### src/rtl/uart_reg_bridge_if.sv
// Byte and register-bus signals between uart_reg_bridge and its neighbours.
//   master (bridge side): drives rd, wr, txdata, reg_* strobes/address/data, busy, frame_err
//   slave  (environment): drives rxdata, rxdrdy, full, reg_rdata
interface uart_reg_bridge_if;
  logic [7:0] rxdata;
  logic       rxdrdy;
  logic       rd;
  logic [7:0] txdata;
  logic       full;
  logic       wr;
  logic [7:0] reg_addr;
  logic [7:0] reg_wdata;
  logic       reg_wr;
  logic       reg_rd;
  logic [7:0] reg_rdata;
  logic       busy;
  logic       frame_err;

  modport master (
    input  rxdata, rxdrdy, full, reg_rdata,
    output rd, txdata, wr, reg_addr, reg_wdata, reg_wr, reg_rd, busy, frame_err
  );

  modport slave (
    output rxdata, rxdrdy, full, reg_rdata,
    input  rd, txdata, wr, reg_addr, reg_wdata, reg_wr, reg_rd, busy, frame_err
  );
endinterface

### src/rtl/uart_reg_bridge.sv
// Command responder behind a uart byte interface: decodes 'W' addr data and
// 'R' addr frames into single-cycle register-bus accesses and returns one
// response byte per frame (ACK_BYTE, read data, or ERR_BYTE).
// Ports:
//   clk  - system clock (shared with uart)
//   rst  - synchronous active-high reset
//   bus  - uart_reg_bridge_if.master: rx pop side (rxdata/rxdrdy/rd),
//          tx push side (txdata/full/wr), register bus (reg_*), busy, frame_err
module uart_reg_bridge #(
  parameter int unsigned TIMEOUT  = 1000000,
  parameter int unsigned RD_LAT   = 1,
  parameter logic [7:0]  ERR_BYTE = 8'h3F,
  parameter logic [7:0]  ACK_BYTE = 8'h4B
) (
  input  logic                clk,
  input  logic                rst,
  uart_reg_bridge_if.master   bus
);

  localparam int unsigned     CNT_W    = (TIMEOUT > 1) ? $clog2(TIMEOUT + 1) : 1;
  localparam logic [CNT_W-1:0] CNT_MAX = '1;
  localparam logic [CNT_W-1:0] TO_LIMIT = CNT_W'((TIMEOUT == 0) ? 0 : TIMEOUT - 1);
  localparam logic [3:0]      LAT_END  = 4'(RD_LAT);
  localparam logic [7:0]      OP_W     = 8'h57;
  localparam logic [7:0]      OP_R     = 8'h52;

  typedef enum logic [2:0] {
    S_IDLE, S_ADDR, S_DATA, S_BUS_WR, S_BUS_RD, S_RD_WAIT, S_SEND
  } state_t;

  state_t           state_q, state_d;
  logic             op_wr_q, op_wr_d;
  logic             holdoff_q, holdoff_d;
  logic [CNT_W-1:0] to_cnt_q, to_cnt_d;
  logic [3:0]       lat_q, lat_d;
  logic [7:0]       txdata_q, txdata_d;
  logic [7:0]       reg_addr_q, reg_addr_d;
  logic [7:0]       reg_wdata_q, reg_wdata_d;
  logic             reg_wr_q, reg_wr_d;
  logic             reg_rd_q, reg_rd_d;
  logic             frame_err_q, frame_err_d;

  logic rx_expect;
  logic in_frame;
  logic pop;
  logic push;
  logic timeout_hit;

  // Pop/push strobes are same-cycle handshakes with the uart buffers.
  assign rx_expect = (state_q == S_IDLE) || (state_q == S_ADDR) || (state_q == S_DATA);
  assign in_frame  = (state_q == S_ADDR) || (state_q == S_DATA);
  assign pop       = !rst && rx_expect && bus.rxdrdy && !holdoff_q;
  assign push      = !rst && (state_q == S_SEND) && !bus.full;
  // to_cnt_q holds cycles elapsed since the last pop; frame_err lands on cycle TIMEOUT.
  assign timeout_hit = (TIMEOUT != 0) && in_frame && !pop && (to_cnt_q >= TO_LIMIT);

  // Next-state and output decode.
  always_comb begin
    state_d     = state_q;
    op_wr_d     = op_wr_q;
    holdoff_d   = pop;
    to_cnt_d    = to_cnt_q;
    lat_d       = lat_q;
    txdata_d    = txdata_q;
    reg_addr_d  = reg_addr_q;
    reg_wdata_d = reg_wdata_q;
    frame_err_d = 1'b0;

    // Saturating byte-gap counter, reloaded on every pop.
    if (pop) begin
      to_cnt_d = CNT_W'(1);
    end else if (in_frame && (to_cnt_q != CNT_MAX)) begin
      to_cnt_d = to_cnt_q + CNT_W'(1);
    end

    case (state_q)
      S_IDLE: begin
        if (pop) begin
          if (bus.rxdata == OP_W) begin
            op_wr_d = 1'b1;
            state_d = S_ADDR;
          end else if (bus.rxdata == OP_R) begin
            op_wr_d = 1'b0;
            state_d = S_ADDR;
          end else begin
            txdata_d    = ERR_BYTE;
            frame_err_d = 1'b1;
            state_d     = S_SEND;
          end
        end
      end
      S_ADDR: begin
        if (pop) begin
          reg_addr_d = bus.rxdata;
          state_d    = op_wr_q ? S_DATA : S_BUS_RD;
        end else if (timeout_hit) begin
          frame_err_d = 1'b1;
          state_d     = S_IDLE;
        end
      end
      S_DATA: begin
        if (pop) begin
          reg_wdata_d = bus.rxdata;
          state_d     = S_BUS_WR;
        end else if (timeout_hit) begin
          frame_err_d = 1'b1;
          state_d     = S_IDLE;
        end
      end
      S_BUS_WR: begin
        txdata_d = ACK_BYTE;
        state_d  = S_SEND;
      end
      S_BUS_RD: begin
        lat_d   = 4'd1;
        state_d = S_RD_WAIT;
      end
      S_RD_WAIT: begin
        if (lat_q >= LAT_END) begin
          txdata_d = bus.reg_rdata;
          state_d  = S_SEND;
        end else begin
          lat_d = lat_q + 4'd1;
        end
      end
      S_SEND: begin
        if (push) begin
          state_d = S_IDLE;
        end
      end
      default: state_d = S_IDLE;
    endcase

    reg_wr_d = (state_d == S_BUS_WR);
    reg_rd_d = (state_d == S_BUS_RD);
  end

  // State and output registers.
  always_ff @(posedge clk) begin
    if (rst) begin
      state_q     <= S_IDLE;
      op_wr_q     <= 1'b0;
      holdoff_q   <= 1'b0;
      to_cnt_q    <= '0;
      lat_q       <= 4'd0;
      txdata_q    <= 8'h00;
      reg_addr_q  <= 8'h00;
      reg_wdata_q <= 8'h00;
      reg_wr_q    <= 1'b0;
      reg_rd_q    <= 1'b0;
      frame_err_q <= 1'b0;
    end else begin
      state_q     <= state_d;
      op_wr_q     <= op_wr_d;
      holdoff_q   <= holdoff_d;
      to_cnt_q    <= to_cnt_d;
      lat_q       <= lat_d;
      txdata_q    <= txdata_d;
      reg_addr_q  <= reg_addr_d;
      reg_wdata_q <= reg_wdata_d;
      reg_wr_q    <= reg_wr_d;
      reg_rd_q    <= reg_rd_d;
      frame_err_q <= frame_err_d;
    end
  end

  assign bus.rd        = pop;
  assign bus.wr        = push;
  assign bus.txdata    = txdata_q;
  assign bus.reg_addr  = reg_addr_q;
  assign bus.reg_wdata = reg_wdata_q;
  assign bus.reg_wr    = reg_wr_q;
  assign bus.reg_rd    = reg_rd_q;
  assign bus.frame_err = frame_err_q;
  assign bus.busy      = (state_q != S_IDLE);

endmodule

### src/flat_wrapper.sv
// flat-port wrapper written by rule: the top's interface ports become plain ports
module uart_reg_bridge_flat 
#(
  parameter int unsigned TIMEOUT  = 1000000,
  parameter int unsigned RD_LAT   = 1,
  parameter logic [7:0]  ERR_BYTE = 8'h3F,
  parameter logic [7:0]  ACK_BYTE = 8'h4B
)
  (clk, rst, bus_rxdata, bus_rxdrdy, bus_full, bus_reg_rdata, bus_rd, bus_txdata, bus_wr, bus_reg_addr, bus_reg_wdata, bus_reg_wr, bus_reg_rd, bus_busy, bus_frame_err);
  uart_reg_bridge_if bus_i ();
  input  logic clk;
  input  logic rst;
  input wire logic [$bits(bus_i.rxdata)-1:0] bus_rxdata;
  input wire logic [$bits(bus_i.rxdrdy)-1:0] bus_rxdrdy;
  input wire logic [$bits(bus_i.full)-1:0] bus_full;
  input wire logic [$bits(bus_i.reg_rdata)-1:0] bus_reg_rdata;
  output wire logic [$bits(bus_i.rd)-1:0] bus_rd;
  output wire logic [$bits(bus_i.txdata)-1:0] bus_txdata;
  output wire logic [$bits(bus_i.wr)-1:0] bus_wr;
  output wire logic [$bits(bus_i.reg_addr)-1:0] bus_reg_addr;
  output wire logic [$bits(bus_i.reg_wdata)-1:0] bus_reg_wdata;
  output wire logic [$bits(bus_i.reg_wr)-1:0] bus_reg_wr;
  output wire logic [$bits(bus_i.reg_rd)-1:0] bus_reg_rd;
  output wire logic [$bits(bus_i.busy)-1:0] bus_busy;
  output wire logic [$bits(bus_i.frame_err)-1:0] bus_frame_err;
  assign bus_i.rxdata = bus_rxdata;
  assign bus_i.rxdrdy = bus_rxdrdy;
  assign bus_i.full = bus_full;
  assign bus_i.reg_rdata = bus_reg_rdata;
  assign bus_rd = bus_i.rd;
  assign bus_txdata = bus_i.txdata;
  assign bus_wr = bus_i.wr;
  assign bus_reg_addr = bus_i.reg_addr;
  assign bus_reg_wdata = bus_i.reg_wdata;
  assign bus_reg_wr = bus_i.reg_wr;
  assign bus_reg_rd = bus_i.reg_rd;
  assign bus_busy = bus_i.busy;
  assign bus_frame_err = bus_i.frame_err;
  uart_reg_bridge #(.TIMEOUT(TIMEOUT), .RD_LAT(RD_LAT), .ERR_BYTE(ERR_BYTE), .ACK_BYTE(ACK_BYTE)) u_core (.clk(clk), .rst(rst), .bus(bus_i));
endmodule
### config.mk
export PLATFORM = sky130hd
export DESIGN_NAME = uart_reg_bridge_flat
export DESIGN_NICKNAME = d
export VERILOG_FILES = /design/src/rtl/uart_reg_bridge_if.sv /design/src/rtl/uart_reg_bridge.sv /design/src/flat_wrapper.sv
export SDC_FILE = /design/constraint.sdc
export NUM_CORES = 1
export LEC_CHECK = 0
export ABC_AREA = 0
export CAP_MARGIN = 20
export CORE_ASPECT_RATIO = 1.75
export CORE_MARGIN = 2
export CORE_UTILIZATION = 58
export CTS_BUF_LIST = sky130_fd_sc_hd__clkbuf_4 sky130_fd_sc_hd__clkbuf_8
export CTS_CLUSTER_DIAMETER = 150
export CTS_CLUSTER_SIZE = 24
export DETAILED_ROUTE_END_ITERATION = 8
export PLACE_DENSITY = 0.87
export SYNTH_ARGS = -nofsm -noshare
export SYNTH_HDL_FRONTEND = slang
export SYNTH_SLANG_ARGS = --single-unit
### constraint.sdc
create_clock -name clk -period 6.2 [get_ports clk]
set_input_delay 1.24 -clock clk [delete_from_list [all_inputs] [get_ports clk]]
set_output_delay 1.24 -clock clk [all_outputs]
set_load 0.1 [all_outputs]
# Yosys cells after proc, flatten, opt, wreduce, memory -nomap -nowiden

Index checks and enable logic that the tools add are counted.

Register bits after elaboration: 56
Input port bits: 20
Output and inout port bits: 30

$add $sub $neg: 2
$lt $le $gt $ge: 2
Eq/ne operators: 16
Muxes and demuxes: 27
Reduce and logical (&&, ||, !) cells: 28

Operator list:

| operator                                                                            | number |
|---|---|
| 8-bit two-way mux                                                                   | 4 |
| 3-bit two-way mux                                                                   | 9 |
| 8-bit case mux with 3 select lines                                                  | 1 |
| 3-bit case mux with 7 select lines                                                  | 1 |
| 20-bit by 1-bit adder with 20-bit output, second input constant                     | 1 |
| 20-bit greater-or-equal comparator, second input constant                           | 1 |
| 20-bit inequality test, second input constant                                       | 1 |
| 8-bit by 7-bit equality test with 1-bit output, second input constant               | 2 |
| 3-bit equality test, second input constant                                          | 4 |
| 3-bit by 2-bit equality test with 1-bit output, second input constant               | 3 |
| 1-bit two-way mux                                                                   | 9 |
| 1-bit logical AND                                                                   | 8 |
| 4-bit case mux with 2 select lines                                                  | 1 |
| 2-bit inequality test, second input constant                                        | 3 |
| 2-bit AND reduction                                                                 | 3 |
| 2-bit nonzero test                                                                  | 3 |
| 3-bit nonzero test                                                                  | 2 |
| 5-bit AND reduction                                                                 | 1 |
| 4-bit by 1-bit adder with 4-bit output, second input constant                       | 1 |
| 4-bit by 1-bit greater-or-equal comparator with 1-bit output, second input constant | 1 |
| 1-bit logical NOT                                                                   | 4 |
| 4-bit two-way mux                                                                   | 1 |
| 2-bit by 1-bit inequality test with 1-bit output, second input constant             | 2 |
| 2-bit OR reduction                                                                  | 2 |
| 5 further kinds                                                                     | 7 |

# Longest topological paths before layout

Gate-level depths: netlist of run 1.

Word-level depth: 13
Mapped depth: 8
Depth with buffers taken out: 7

# Worst setup path after synthesis of run 1

No wires, ideal clock.

Path kind: input-to-output
Start point: in rst
End point: out bus_wr
Arrival time: 4.409 ns
Data required time: 4.960 ns
Slack: 0.551 ns
Cell stages on the path: 2
Cell sequence: clkbuf_1 > nor4_1

Word-level cells in the longest chain between the ends: 3

RTL lines:

| item                            | line                  | text |
|---|---|---|
| from (decl)                     | flat_wrapper.sv:12    | `input logic rst;` |
| 1-bit logical NOT               | uart_reg_bridge.sv:53 | `assign push = !rst && (state_q == S_SEND) && !bus.full;` |
| 1-bit logical AND (2 in series) | uart_reg_bridge.sv:53 |  |
| to (decl)                       | flat_wrapper.sv:19    | `output wire logic [$bits(bus_i.wr)-1:0] bus_wr;` |

No other way between the ends.

# Worst setup path in the final report of run 1

Start point: in rst
End point: out bus_rd

Word-level cells in the longest chain between the ends: 4

RTL lines:

| item                            | line                  | text |
|---|---|---|
| 1-bit logical NOT               | uart_reg_bridge.sv:52 | `assign pop = !rst && rx_expect && bus.rxdrdy && !holdoff_q;` |
| 1-bit logical AND (3 in series) | uart_reg_bridge.sv:52 |  |
| to (decl)                       | flat_wrapper.sv:17    | `output wire logic [$bits(bus_i.rd)-1:0] bus_rd;` |

No other way between the ends.

==> impl_metrics.yaml, run 1 <==
power_and_ir_drop:
  comb_power_share: 0.444
  switching_power_mw: 0.515
  power.density_nw_per_um2: 344
  total_power_mw: 1.15
  power_leakage_nw: 1.23
  pwr-share-clk: 0.175
  p_int_mw: 0.637
  seq_power_share: 0.381
  vdd_ir_drop_max_uv: 366
  swShare: 0.447
clocking:
  cts.clk_slew.worst_paths_ns: 0.10
  clock-sinks: 56
  ctsHtreeMaxLevel: 2
  numCtsBuffers: 5
  cts_hold_buffers: 0
  postCtsSetupRepairBufs: 0
  cts_max_path_buffers: 2
  cts_tree: "built"
  clk_latency_ns: 0.31
  root_buffer: "clkbuf_8"
  post_cts_resized: 0
worst_setup_path:
  timing.reg2reg.setup_slack_ns: 3.82
  r2r_start: "u_core.state_q[0]"
  worstPathMaxFanout: 34
  rr_worst_depth: 6
  critPathRequiredTime_ns: 4.96
  r2r_end: "u_core.state_q[2]"
  arrival_ns: 3.23
  critPathLaunchType: "input port"
  end_kind: "output pin"
  critPathKind: "input port to output pin"
die:
  start_util: 0.599
  ios: 50
  die_y_um: 95.4
  die_area_um2: 5370
  rows: 33
  die_x_um: 56.3
  core_area_um2: 4620
logic_synthesis:
  ys_types: 56
  synth_edf_count: 0
  yosysTopAreaCell: "dfxtp_1"
  ys_ff_latch: 56
  syn-cell-area_um2: 2770
  yosysWarnings: 0
  seq_area_frac_synth: 0.405
  synth_top_cell_area_share: 0.405
  synth.area.top_cells: "dfxtp_1 40%, nand2_1 5.0%, a21oi_1 4.2%"
  syn_avg_cell_area_um2: 8.48
  synth_ff_type: "dfxtp_1"
  synthCells: 327
  synth_fp_nets: 351
  async_flop_share: 0
cells_and_area:
  fin_cells: 422
  finalInstanceArea_um2: 3350
  finalNetCount: 393
  syn_to_final_growth_pct: 20.9
  antenna_cells: 0
  drive_gt1_frac: 0.0784
placement:
  place_congestion: 0.898
  dpl.cell_count: 414
  placed_area_um2: 3260
  dp_hpwl_mm: 4.78
  io_buffers: 49
sta:
  fin_skew_ns: 0.00907
  period_needed_ns: 4.47
  fin_tns_setup_ns: 0
  worst_slew_pin_slew_ns: 0.981
  fmax_mhz: 224
  setup_viol: 0
  slew_violations: 0
  finalHoldViolCount: 0
  slew_headroom: 0.344
  fin_crit_sh: 0.720
  grt_setup_unrepaired: "no"
global_route:
  grtUsageTotal: 0.240
  overflow: 0
  antenna_found_initial: 0
  first_global_vias: 2340
  grt_max_degree: 35
  grt_pass1_wl_mm: 10.3
detailed_routing:
  dr.pass1.iters: 4
  routedWlPerCell_um: 15.2
  drc: 0
  vias: 2502
  first_iter_violations: 103
  met2_length_mm: 3.56
  wl_met1_mm: 2.48
  drt-total-wl_mm: 6.41
  top_layer: "met4"
  ant_nets: 0
  dr_wl_met3_um: 222
  viasPerCell: 5.93
worst_hold_path:
  hp-start: "u_core.bus.reg_wdata[2]"
  min_to: "u_core.bus.reg_wdata[2]"
  worstHoldPathType: "flop to flop"
  worstHoldPathCells: 2
job:
  maxCapViolations: 0
status:
  status: "finished, final reports clean"
==> critical path: stages <==
cell             delay, ns
clkdlybuf4s50_1       0.40
buf_4                 0.25
or4b_4                0.58
or2_1                 0.34
clkinv_4              0.11
buf_4                 0.29
==> power groups by stage <==
| stage | logic (mW) | registers (mW) | clock network, mW |
|---|---|---|---|
| 5_1_grt | 0.540 | 0.444 | 0.218 |
| 3_5_place_dp | 0.510 | 0.447 | 0 |
| 6_report | 0.511 | 0.439 | 0.202 |
| 4_1_cts | 0.511 | 0.438 | 0.206 |
| 3_3_place_gp | 0.504 | 0.445 | 0 |
| 2_1_floorplan | 0.246 | 0.604 | 0 |
==> through the flow <==
| step | hold slack (ns) | util | worst slack (ns) |
|---|---|---|---|
| floorplan | 0.413 | - | 0.551 |
| global placement | 0.443 | 0.705 | 1.77 |
| detailed placement | 0.444 | 0.705 | 1.76 |
| CTS | 0.465 | 0.725 | 1.74 |
| global route | 0.485 | 0.725 | 1.68 |
| finish | 0.464 | 0.725 | 1.73 |
==> per-layer routing <==
| metal | track usage | vias to the layer above |
|---|---|---|
| met2 | 0.468 | 58 |
| met5 | 0 | - |
| met3 | 0.0421 | 12 |
| li1 | - | 1263 |
| met1 | 0.247 | 1169 |
| met4 | 0.101 | 0 |
==> cells in the final DEF (no fill, tap or decap), types with 6 or more instances in the layout <==
master / instances
dfxtp_1: 56
nand2b_1: 8
mux2i_1: 10
nand2_1: 37
clkdlybuf4s50_1: 47
or3_1: 6
nand3_1: 14
inv_1: 14
xnor2_1: 7
o21ai_0: 13
or4_1: 7
nor2_1: 29
nor4_1: 7
a21oi_1: 23
==> synthesized netlist by cell type, types with 2 or more instances <==
master	count
dfxtp_1	56
nand2_1	37
nor2_1	29
a21oi_1	23
inv_1	14
nand3_1	14
o21ai_0	13
clkbuf_1	10
mux2i_1	10
nand2b_1	8
nor4_1	7
or4_1	7
xnor2_1	7
or3_1	6
a31oi_1	5
and3_1	5
nand4_1	5
o211ai_1	5
o31ai_1	5
ha_1	4
nor3_1	4
a211oi_2	3
a221oi_2	3
and2_1	3
buf_2	3
nor2b_1	3
or2_2	3
a2111oi_0	2
and4_1	2
buf_6	2
nand4b_1	2
o211a_1	2
o21a_1	2
==> flip-flops by register name (all words and copies together), names as in the netlist <==
name                  cells
u_core.op_wr_q            1
u_core.bus.reg_rd         1
u_core.bus.reg_wdata      8
u_core.to_cnt_q          20
u_core.lat_q              4
u_core.bus.txdata         8
u_core.holdoff_q          1
u_core.bus.frame_err      1
u_core.state_q            3
u_core.bus.reg_addr       8
u_core.bus.reg_wr         1
==> layout make-up <==
| type | count | area (µm²) |
|---|---|---|
| fill | 370 | 1270 |
| inverter | 16 | 65.1 |
| timing repair buffer | 51 | 500 |
| clock inverter | 2 | 16.3 |
| tap | 52 | 65.1 |
| sequential | 56 | 1120 |
| multi-input combinational | 239 | 1510 |
| clock buffer | 6 | 76.3 |
==> worst max-delay path by stage <==
stage	startpoint	end	slack (ns)	depth (start not counted)
6_report	rst	bus_rd	1.73	6
5_1_grt	rst	bus_rd	1.68	6
4_1_cts	rst	bus_rd	1.74	6
3_5_place_dp	rst	bus_rd	1.76	6
3_3_place_gp	rst	bus_rd	1.77	6
2_1_floorplan	rst	bus_wr	0.55	2
==> kinds of logic (layout without fill, tap and decap cells) <==
kind of cell    after synthesis  count (layout)  synth area share
compound gates               74              74             0.191
xor+xnor                      8               8            0.0253
fa+ha+maj                     4               4            0.0181
buf+inv                      32              75            0.0519
flops                        56              56             0.405
mux                          11              11            0.0402
simple gates                142             142             0.269
(Power assumes the default switching activity.)
==> inputs of run 2 (changes only) <==
--- a/config.mk
+++ b/config.mk
@@ -9,12 +9,12 @@
 export CAP_MARGIN = 20
 export CORE_ASPECT_RATIO = 1.75
 export CORE_MARGIN = 2
-export CORE_UTILIZATION = 58
+export CORE_UTILIZATION = 54
 export CTS_BUF_LIST = sky130_fd_sc_hd__clkbuf_4 sky130_fd_sc_hd__clkbuf_8
 export CTS_CLUSTER_DIAMETER = 150
 export CTS_CLUSTER_SIZE = 24
 export DETAILED_ROUTE_END_ITERATION = 8
-export PLACE_DENSITY = 0.87
+export PLACE_DENSITY = 0.82
 export SYNTH_ARGS = -nofsm -noshare
 export SYNTH_HDL_FRONTEND = slang
 export SYNTH_SLANG_ARGS = --single-unit
==> constraint.sdc (replaced) <==
create_clock -name clk -period 4.5 [get_ports clk]
set_input_delay 0.9 -clock clk [delete_from_list [all_inputs] [get_ports clk]]
set_output_delay 0.9 -clock clk [all_outputs]
set_load 0.1 [all_outputs]
==> run 2 against run 1 <==
  * Sequential share of layout area shrank 0.33 points
  * Die area increased by 7.0%
  * Largest power group unchanged
  * Via count rose by 1.4%
  * Combinational power grew 40%
  * Hold slack worse by 0.0053 ns
  * Clock-buffer cell count is the same
  * Global-route usage about the same
==> impl_metrics.yaml, run 2 (synthesis gave the netlist of run 1 again) <==
status:
  status: "finished, final reports clean"
cells_and_area:
  drive_gt1_frac: 0.0811
  finalInstanceArea_um2: 3380
  antenna_cells: 0
  final_cell_mix: "56 x dfxtp_1, 47 x clkdlybuf4s50_1, 37 x nand2_1, 29 x nor2_1, 23 x a21oi_1"
  finalNetCount: 393
  layout_commonest_cell: "dfxtp_1"
  top_register: "u_core.to_cnt_q"
  fillers: 417
  syn_to_final_growth_pct: 22.1
  largest_reg_flops: 20
  fin_cells: 424
  post-route-util: 0.680
die:
  ios: 50
  die_area_um2: 5740
  core_area_um2: 4980
  start_util: 0.557
  die_y_um: 98.8
  rows: 34
  die_x_um: 58.2
sta:
  fmax_mhz: 284
  finalHoldViolCount: 0
  worst_slew_pin_slew_ns: 0.982
  fin_crit_sh: 0.784
  slew_headroom: 0.343
  period_needed_ns: 3.53
  grt_setup_unrepaired: "no"
  setup_viol: 0
  slew_violations: 0
  fin_skew_ns: 0.00437
  fin_tns_setup_ns: 0
clocking:
  cts_max_path_buffers: 2
  numCtsBuffers: 5
  clock-sinks: 56
  cts_hold_buffers: 0
  root_buffer: "clkbuf_8"
  cts.clk_slew.worst_paths_ns: 0.10
  post_cts_resized: 0
  ctsHtreeMaxLevel: 2
  clk_latency_ns: 0.31
  cts_tree: "built"
  postCtsSetupRepairBufs: 0
detailed_routing:
  drt-total-wl_mm: 6.60
  first_iter_violations: 79
  vias: 2537
  drc: 0
  dr.pass1.iters: 4
  viasPerCell: 5.98
  routedWlPerCell_um: 15.6
  ant_nets: 0
global_route:
  grtUsageTotal: 0.240
  grt_max_degree: 34
  grt_pass1_wl_mm: 10.9
  first_global_vias: 2508
  overflow: 0
  antenna_found_initial: 0
worst_hold_path:
  worstHoldPathType: "flop to flop"
worst_setup_path:
  arrival_ns: 2.63
  cp_slowest_cell: "clkdlybuf4s50_1"
  critPathLaunchType: "flop"
  worstPathMaxFanout: 23
  critPathKind: "flop to output pin"
  critPathRequiredTime_ns: 3.60
  cp_cell_sequence: "or3_1 -> clkdlybuf4s50_1"
  max_stage_delay_ns: 1.16
  end_kind: "output pin"
placement:
  dpl.cell_count: 416
  placed_area_um2: 3290
  dp_hpwl_mm: 5.01
  io_buffers: 49
  place_congestion: 0.911
power_and_ir_drop:
  power_leakage_nw: 1.24
  total_power_mw: 1.59
  power.density_nw_per_um2: 471
  vdd_ir_drop_max_uv: 462
job:
  maxCapViolations: 0
run 2: cell types whose count changed in the layout (fill, tap and decap cells not counted):
cell	delta
buf_12	+2
nor4_1	-1
buf_4	-2
nor4_2	+1
run 2: where the power goes:
group	leakage (nW)	internal [mW]	switching, mW
Sequential	0.454	0.548	0.0537
Clock	0.0448	0.117	0.162
Combinational	0.741	0.216	0.498
Total	1.24	0.881	0.713
run 2: metrics by stage:
| stage | setup WS (ns) | hold slack [ns] |
|---|---|---|
| after floorplan | 0.704 | 0.413 |
| after global placement | 1.08 | 0.437 |
| after detailed placement | 1.05 | 0.436 |
| after CTS | 0.979 | 0.460 |
| after global routing | 0.869 | 0.478 |
| final | 0.974 | 0.459 |
run 2: final timing paths:
kind / start / to / slack (ns) / depth (start not counted)
setup / recovery: u_core.state_q[0] / bus_busy / 0.97 / 2
hold / removal: u_core.op_wr_q / u_core.bus.reg_rd / 0.46 / 1
setup reg to reg: u_core.state_q[0] / u_core.state_q[2] / 2.10 / 6
hold reg to reg: u_core.op_wr_q / u_core.bus.reg_rd / 0.46 / 1
run 2: worst max-delay path: cells and delay by family (launching register included):
| kind | cells | cell delay, ns |
|---|---|---|
| buffers and inverters | 1 | 1.16 |
| DFF | 1 | 0.83 |
| and+or+nand+nor | 1 | 0.32 |
run 2: final cells by class:
class	count	area (µm²)	area share
clock buffer	6	76.3	0.0226
sequential	56	1120	0.331
tap	54	67.6	0.0200
timing repair buffer	51	526	0.155
multi-input combinational	239	1510	0.447
clock inverter	2	16.3	0.00481
inverter	16	65.1	0.0192
run 2: per-layer routing:
metal  GRT usage  wire length [µm]  part of all wire  vias up
li1            -                 -                 -     1268
met1       0.247              2460              0.37     1204
met2       0.455              3810              0.58       55
met3      0.0394               206             0.031       10
met4       0.104               123             0.019        0
met5           0                 0                 0        -
